<file path="config.mk">
export PLATFORM = sky130hd
export DESIGN_NAME = sm3_pad_1024
export DESIGN_NICKNAME = d
export VERILOG_FILES = /design/src/rtl/sm3_pad_1024.sv
export SDC_FILE = /design/constraint.sdc
export NUM_CORES = 2
export LEC_CHECK = 0
export CORE_ASPECT_RATIO = 0.7
export CORE_MARGIN = 5
export CORE_UTILIZATION = 40
export DETAILED_ROUTE_END_ITERATION = 12
export SYNTH_ARGS = -nofsm -noshare
export SYNTH_HDL_FRONTEND = slang
export SYNTH_SLANG_ARGS = --single-unit
export TNS_END_PERCENT = 100
</file>
<file path="constraint.sdc">
create_clock -name clk -period 70.1 [get_ports clk]
set_input_delay 17.525 -clock clk [delete_from_list [all_inputs] [get_ports clk]]
set_output_delay 17.525 -clock clk [all_outputs]
set_load 0.01 [all_outputs]
</file>
<file path="src/rtl/sm3_pad_1024.sv">
// sm3_pad_1024: SM3 padding front end for a two-block (1024-bit) compression engine.
// Collects a byte-granular message as 32-bit big-endian words, appends the 0x80
// marker, zero fill and the 64-bit bit length, and presents the padded message on
// dataout with a one-cycle start pulse. Messages that do not pad to exactly two
// blocks are rejected with a one-cycle err pulse.
//
// Ports:
//   clk, rst            rising-edge clock, asynchronous active-high reset
//   din[31:0]           message word, first byte in din[31:24]
//   din_valid           din qualifier
//   din_last            final word of the message
//   din_bytes[1:0]      valid MSB-aligned bytes in the final word (0 means 4)
//   din_ready           word accepted when din_valid && din_ready
//   dataout[1023:0]     padded message, word 0 at [1023:992]
//   start               one-cycle pulse to the engine, dataout valid in the same cycle
//   hash_valid          engine done pulse, releases the block back to loading
//   err                 one-cycle pulse, message length out of range
module sm3_pad_1024 #(
  parameter int unsigned MIN_BYTES = 56,
  parameter int unsigned MAX_BYTES = 119
) (
  input  logic          clk,
  input  logic          rst,
  input  logic [31:0]   din,
  input  logic          din_valid,
  input  logic          din_last,
  input  logic [1:0]    din_bytes,
  output logic          din_ready,
  output logic [1023:0] dataout,
  output logic          start,
  input  logic          hash_valid,
  output logic          err
);

  localparam logic [6:0] MIN_B = 7'(MIN_BYTES);
  localparam logic [6:0] MAX_B = 7'(MAX_BYTES);

  typedef enum logic [2:0] {
    S_LOAD,
    S_CHECK,
    S_PAD,
    S_ISSUE,
    S_WAIT
  } state_t;

  state_t        state, state_n;
  logic [5:0]    word_cnt;
  logic [6:0]    byte_cnt;
  logic [31:0]   buffer [0:29];

  logic          accept;
  logic          len_bad;
  logic          clear;
  logic [2:0]    add_bytes;
  logic [7:0]    byte_sum;
  logic [6:0]    byte_cnt_n;
  logic [31:0]   din_masked;
  logic [9:0]    mark_lsb;
  logic [1023:0] padded;

  assign accept  = din_valid & din_ready;
  assign len_bad = (byte_cnt < MIN_B) || (byte_cnt > MAX_B);
  assign clear   = ((state == S_CHECK) && len_bad) || ((state == S_WAIT) && hash_valid);

  // Byte count of the incoming word; the running total saturates at 127 so that
  // any overlong message still reads as out of range.
  always_comb begin
    add_bytes = 3'd4;
    if (din_last && (din_bytes != 2'd0)) add_bytes = {1'b0, din_bytes};
    byte_sum   = {1'b0, byte_cnt} + {5'b0, add_bytes};
    byte_cnt_n = byte_sum[7] ? 7'd127 : byte_sum[6:0];
  end

  // Invalid trailing bytes of the last word are zeroed so the marker byte
  // position is clean and the zero fill needs no extra masking.
  always_comb begin
    din_masked = din;
    if (din_last) begin
      case (din_bytes)
        2'd1:    din_masked = {din[31:24], 24'h0};
        2'd2:    din_masked = {din[31:16], 16'h0};
        2'd3:    din_masked = {din[31:8], 8'h0};
        default: din_masked = din;
      endcase
    end
  end

  // Padded image: stored words, marker at byte byte_cnt, bit length in words 30..31.
  // Unwritten buffer words are already zero, which provides the zero fill.
  always_comb begin
    padded = '0;
    for (int unsigned i = 0; i < 30; i++) begin
      padded[1023 - 32*i -: 32] = buffer[i];
    end
    mark_lsb = 10'd1016 - {byte_cnt, 3'b000};
    padded[mark_lsb +: 8] = 8'h80;
    padded[63:0] = {54'h0, byte_cnt, 3'b000};
  end

  always_ff @(posedge clk or posedge rst) begin
    if (rst) state <= S_LOAD;
    else     state <= state_n;
  end

  always_comb begin
    state_n   = state;
    din_ready = 1'b0;
    start     = 1'b0;
    err       = 1'b0;
    case (state)
      S_LOAD: begin
        din_ready = ~rst;
        if (din_valid && din_last) state_n = S_CHECK;
      end
      S_CHECK: begin
        if (len_bad) begin
          err     = 1'b1;
          state_n = S_LOAD;
        end else begin
          state_n = S_PAD;
        end
      end
      S_PAD:   state_n = S_ISSUE;
      S_ISSUE: begin
        start   = 1'b1;
        state_n = S_WAIT;
      end
      S_WAIT: begin
        if (hash_valid) state_n = S_LOAD;
      end
      default: state_n = S_LOAD;
    endcase
  end

  always_ff @(posedge clk or posedge rst) begin
    if (rst) begin
      word_cnt <= '0;
      byte_cnt <= '0;
      dataout  <= '0;
      for (int unsigned i = 0; i < 30; i++) buffer[i] <= '0;
    end else begin
      if (accept) begin
        // Words past index 29 are counted but dropped; the length check rejects them.
        if (word_cnt < 6'd30) buffer[word_cnt[4:0]] <= din_masked;
        if (word_cnt != '1)   word_cnt <= word_cnt + 6'd1;
        byte_cnt <= byte_cnt_n;
      end
      if (state == S_PAD) dataout <= padded;
      if (clear) begin
        word_cnt <= '0;
        byte_cnt <= '0;
        for (int unsigned i = 0; i < 30; i++) buffer[i] <= '0;
      end
    end
  end

endmodule

</file>
### After elaboration in Yosys (flattened, before gate mapping)

Cells that the tools add are included.

| operators by class | value |
|---|---|
| $add $sub $neg | 4 |
| order comparisons | 5 |
| equal/unequal tests | 10 |
| shift operators | 2 |
| mux-type cells | 24 |
| bitwise operators | 3 |
| reductions and logical operators | 15 |

Operators with widths:

| cell | number |
|---|---|
| 960-bit two-way mux | 3 |
| 1024-bit bitwise mux | 1 |
| 8-bit by 12-bit variable shift with 1024-bit output, first input constant | 1 |
| 8-bit by 12-bit indexed part select with 1024-bit output, first input constant | 1 |
| 960-bit bitwise mux | 1 |
| 32-bit demux with 5-bit select | 1 |
| 24-bit case mux with 3 select lines | 1 |
| 32-bit two-way mux | 1 |
| 24-bit two-way mux | 1 |
| 7-bit two-way mux | 3 |
| 6-bit two-way mux | 3 |
| 3-bit case mux with 5 select lines | 1 |
| 10-bit negator with 12-bit output | 1 |
| 10-bit subtractor, first input constant | 1 |
| 3-bit two-way mux | 3 |
| 7-bit by 3-bit adder with 8-bit output | 1 |
| 2-bit nonzero test | 4 |
| 7-bit > comparator, second input constant | 1 |
| 7-bit by 6-bit < comparator with 1-bit output, second input constant | 1 |
| 6-bit by 1-bit adder with 6-bit output, second input constant | 1 |
| 3-bit by 2-bit equality test with 1-bit output, second input constant | 2 |
| 6-bit >= comparator, second input constant | 1 |
| 6-bit by 1-bit < comparator with 1-bit output, second input constant | 1 |
| 6-bit by 5-bit < comparator with 1-bit output, second input constant | 1 |
| 15 further kinds | 27 |

| storage, ports and cells | value |
|---|---|
| register bits | 1943 |
| input bits | 39 |
| output and inout port bits | 1027 |
| logic and storage cells | 97 |

### Logic depth before layout (Yosys ltp)

| depth | value |
|---|---|
| depth in word-level cells | 9 |
| gate-level depth with buffers | 10 |
| gate-level depth less buffers | 7 |

### Least setup slack after synthesis

OpenSTA, ideal clock, no wires.

| timing path | value |
|---|---|
| path kind | input -> output |
| from | input rst |
| to | output din_ready |
| data arrival time | 18.077 ns |
| setup slack | 34.498 ns |
| stages on the path | 2 |
| cells stage by stage | nor4_4 buf_4 |

| on the way | value |
|---|---|
| cells in the longest elaborated chain, start to end | 2 |

RTL lines:

| element | RTL line | source |
|---|---|---|
| from (decl) | 23 | `input logic rst,` |
| 1-bit NOT | 112 | `din_ready = ~rst;` |
| 1-bit two-way mux | 110 | `case (state)` |
| to (decl) | 28 | `output logic din_ready,` |

Every way passes these cells.

### Worst setup path in the final report

Same ends and word-level chain as after synthesis.

==> flow_summary.json <==
{
  "critical_path_class": "primary input to primary output",
  "ys_seq_area_share_pct": 61.9,
  "setup_violations": 0,
  "pin_count": 1066,
  "syn_area_um2": 78600,
  "synth_edf_count": 0,
  "drv_cap": 0,
  "hold_viol": 0,
  "hp-class": "flop to flop",
  "critical_path.top_delay_family": "buffers and inverters",
  "syn2layout_area_growth_pct": 23.1,
  "final_cell_mix": "2113 x nand2_1, 1943 x dfrtp_1, 1738 x nor2_1, 1378 x a21oi_1, 999 x clkdlybuf4s50_1",
  "required_ps": 52580,
  "io_buffers": 1008,
  "grt_pass1_vias": 63900,
  "start_kind": "primary input",
  "layout_min_cycle_time_ps": 36330,
  "nNetsFinal": 9497,
  "synth_xor_area_share_pct": 0.0780,
  "cts.hold.buffers_added": 0,
  "skew_ps": 52.4,
  "numCtsBuffers": 198,
  "rrSetupSlack_ps": 64450,
  "grt_use_total_pct": 29.5,
  "ys.warnings.count": 0,
  "rows": 136,
  "p_int_mw": 1.76,
  "routed_wl_mm": 313,
  "tightest_slew_ps": 1220,
  "path_depth": 3,
  "ir_drop_mv": 0.0177,
  "ys_ff_latch": 1943,
  "htree_levels": 4,
  "path_buf_inv": 2,
  "path_max_fanout": 2,
  "place.gp.congestion": 0.833,
  "critPathMaxStageDelay_ps": 590,
  "synth_ff_type": "dfrtp_1",
  "cts_tree": "built",
  "setup_tns_ps": 0,
  "rr_startpoint": "byte_cnt[4]$_DFFE_PP0P_",
  "cts_buffer_depth": 4,
  "holdWs_ps": 468,
  "die-height_um": 381,
  "clkLatencyLatePin_ps": 850,
  "final.period_utilization_pct": 51.8,
  "numClockSinks": 1943,
  "worstRegToRegCells": 8,
  "synth_mux_area_share_pct": 0.0382,
  "core_area_um2": 196000,
  "final_common_cell": "nand2_1",
  "synth_cells": 8767,
  "seq_power_share_pct": 48.8,
  "synth_fa_ha_area_share_pct": 0.201,
  "drtIter0Drc": 7189,
  "switching_power_mw": 0.582,
  "grt_max_degree": 217,
  "power_density_nw_per_um2": 24.2,
  "critical_path_arrival_ps": 18800,
  "start_util_pct": 40.1,
  "grt-ovfl-total": 0,
  "power_leakage_nw": 43.8,
  "clk_pin_slew_worst_paths_ps": 70,
  "r2r_end": "buffer[883]$_DFFE_PP0P_",
  "ys_types": 70,
  "drive_gt1_share_pct": 6.04,
  "die_w_um": 540,
  "root_buffer": "clkbuf_16",
  "crit_slowest_cell": "clkdlybuf4s50_1",
  "antenna_found_initial": 17,
  "drt-pass1-iter-count": 6,
  "relSlewSlack_pct": 18.4,
  "synth_compound_area_share_pct": 13.1,
  "rsz0062_at_grt": "false",
  "clockPowerShare_pct": 45.2,
  "hp-start": "buffer[742]$_DFFE_PP0P_",
  "async_reset_ff_share_pct": 100,
  "drc": 0,
  "post_cts_buffers": 0,
  "avgRoutedWirePerCell_um": 25.6,
  "outcome": "finished clean",
  "cp_common_cell": "clkdlybuf4s50_1",
  "crit_path_end_kind": "primary output",
  "p_comb_share_pct": 5.9,
  "syn_avg_cell_area_um2": 8.96,
  "viasPerCell": 5.47,
  "antenna_left": 0,
  "die_area_um2": 206000,
  "maxSlewViolCount": 0,
  "crit_chain": "clkdlybuf4s50_1 > nor4_4 > clkdlybuf4s50_1",
  "cts_resized": 0,
  "yosys.area_share.simple_pct": 20.6,
  "grt_pass1_wl_mm": 451,
  "synth_top_family_by_area": "simple AND/OR/NAND/NOR gates",
  "swShare_pct": 24.9,
  "place_hpwl_mm": 194,
  "vias": 66800,
  "cp-startpoint": "rst",
  "crit_end": "din_ready",
  "fmax_ghz": 0.0275
}
power groups by stage:
stage                     sequential (mW)  clock [mW]  combinational [mW]
final                                1.14        1.06               0.139
after global routing                 1.14        1.12               0.148
after CTS                            1.14        1.07               0.140
after detailed placement             1.16           0               0.140
after global placement               1.16           0               0.137
after floorplan                      1.17           0              0.0730
metrics by stage:
step	util, %	instance area, µm²	worst slack (ps)	instances	total power, mW
global route	49.4	96700	33730	12200	2.41
global placement	46.1	90400	33730	11900	1.30
finish	49.4	96700	33770	12200	2.34
detailed placement	46.1	90400	33770	11900	1.30
floorplan	-	78800	25610	8823	1.24
CTS	49.4	96700	33770	12200	2.35
worst min-delay path by stage:
stage	endpoint	slack [ps]	cells after the start
4_1_cts	dataout[806]$_DFFE_PP0N_	470	2
3_3_place_gp	dataout[806]$_DFFE_PP0N_	460	2
2_1_floorplan	dataout[800]$_DFFE_PP0N_	460	2
5_1_grt	dataout[9]$_DFFE_PP0N_	500	2
6_report	dataout[806]$_DFFE_PP0N_	470	2
3_5_place_dp	dataout[806]$_DFFE_PP0N_	470	2
cell usage after synthesis (4+ instances only):
cell type	instances	share of area (%)
nand3b_1	8	0.076
nor2b_1	8	0.064
buf_2	159	1.0
and3_1	23	0.18
a31oi_1	10	0.080
and4_1	5	0.056
xnor2_1	7	0.078
clkbuf_1	483	2.3
o21ai_0	401	2.6
buf_4	61	0.58
nor4_4	4	0.11
nand3_1	18	0.11
nor3b_1	4	0.038
and2_1	5	0.040
a22o_1	15	0.17
o22ai_1	54	0.43
nor3_1	35	0.22
a21oi_1	1378	8.8
o211ai_1	6	0.057
nand4_1	32	0.25
and3b_1	5	0.056
nor2_2	6	0.048
o31a_1	52	0.58
or2_2	52	0.41
o21ai_1	13	0.083
ha_1	11	0.18
nor3_2	13	0.17
nor2_4	6	0.086
dfrtp_1	1943	62
inv_1	11	0.053
buf_1	18	0.086
nand2_1	2130	10
nor2_1	1738	8.3
layer usage:
layer	track usage [%]	wire, µm	vias to the layer above
li1	-	-	29600
met1	39.8	127000	33600
met2	45.7	142000	2953
met3	6.90	28000	569
met4	13.0	15400	0
met5	0	0	-
sequential cells by signal (all words and copies together), names as in the netlist:
name	flops
dataout	967
buffer	960
word_cnt	6
byte_cnt	7
state	3
area by class of cell:
| type | instances | area [µm²] |
|---|---|---|
| Antenna cell | 9 | 22.5 |
| Clock buffer | 294 | 5800 |
| Clock inverter | 50 | 546 |
| Fill cell | 18000 | 99100 |
| Inverter | 11 | 45.0 |
| Multi-Input combinational cell | 6146 | 27300 |
| Sequential cell | 1943 | 48600 |
| Tap cell | 2622 | 3280 |
| Timing Repair Buffer | 1146 | 11100 |
cell families after synthesis:
group                      after synthesis
AOI/OAI and AO/OA                     1958
xor gates and xnor gates                 7
adders and majority gates               12
buffers and inverters                  734
DFF                                   1943
muxes                                    3
other                                    1
and+or+nand+nor                       4109
worst reg2reg max path, stage by stage, from the launching register on:
cell	delay, ps
dfrtp_1	680
and2_1	560
a21oi_1	300
o31a_1	400
a31o_4	670
buf_12	770
buf_4	940
buf_4	920
nor2_1	230
No activity file was read; power rests on OpenSTA's default activity.
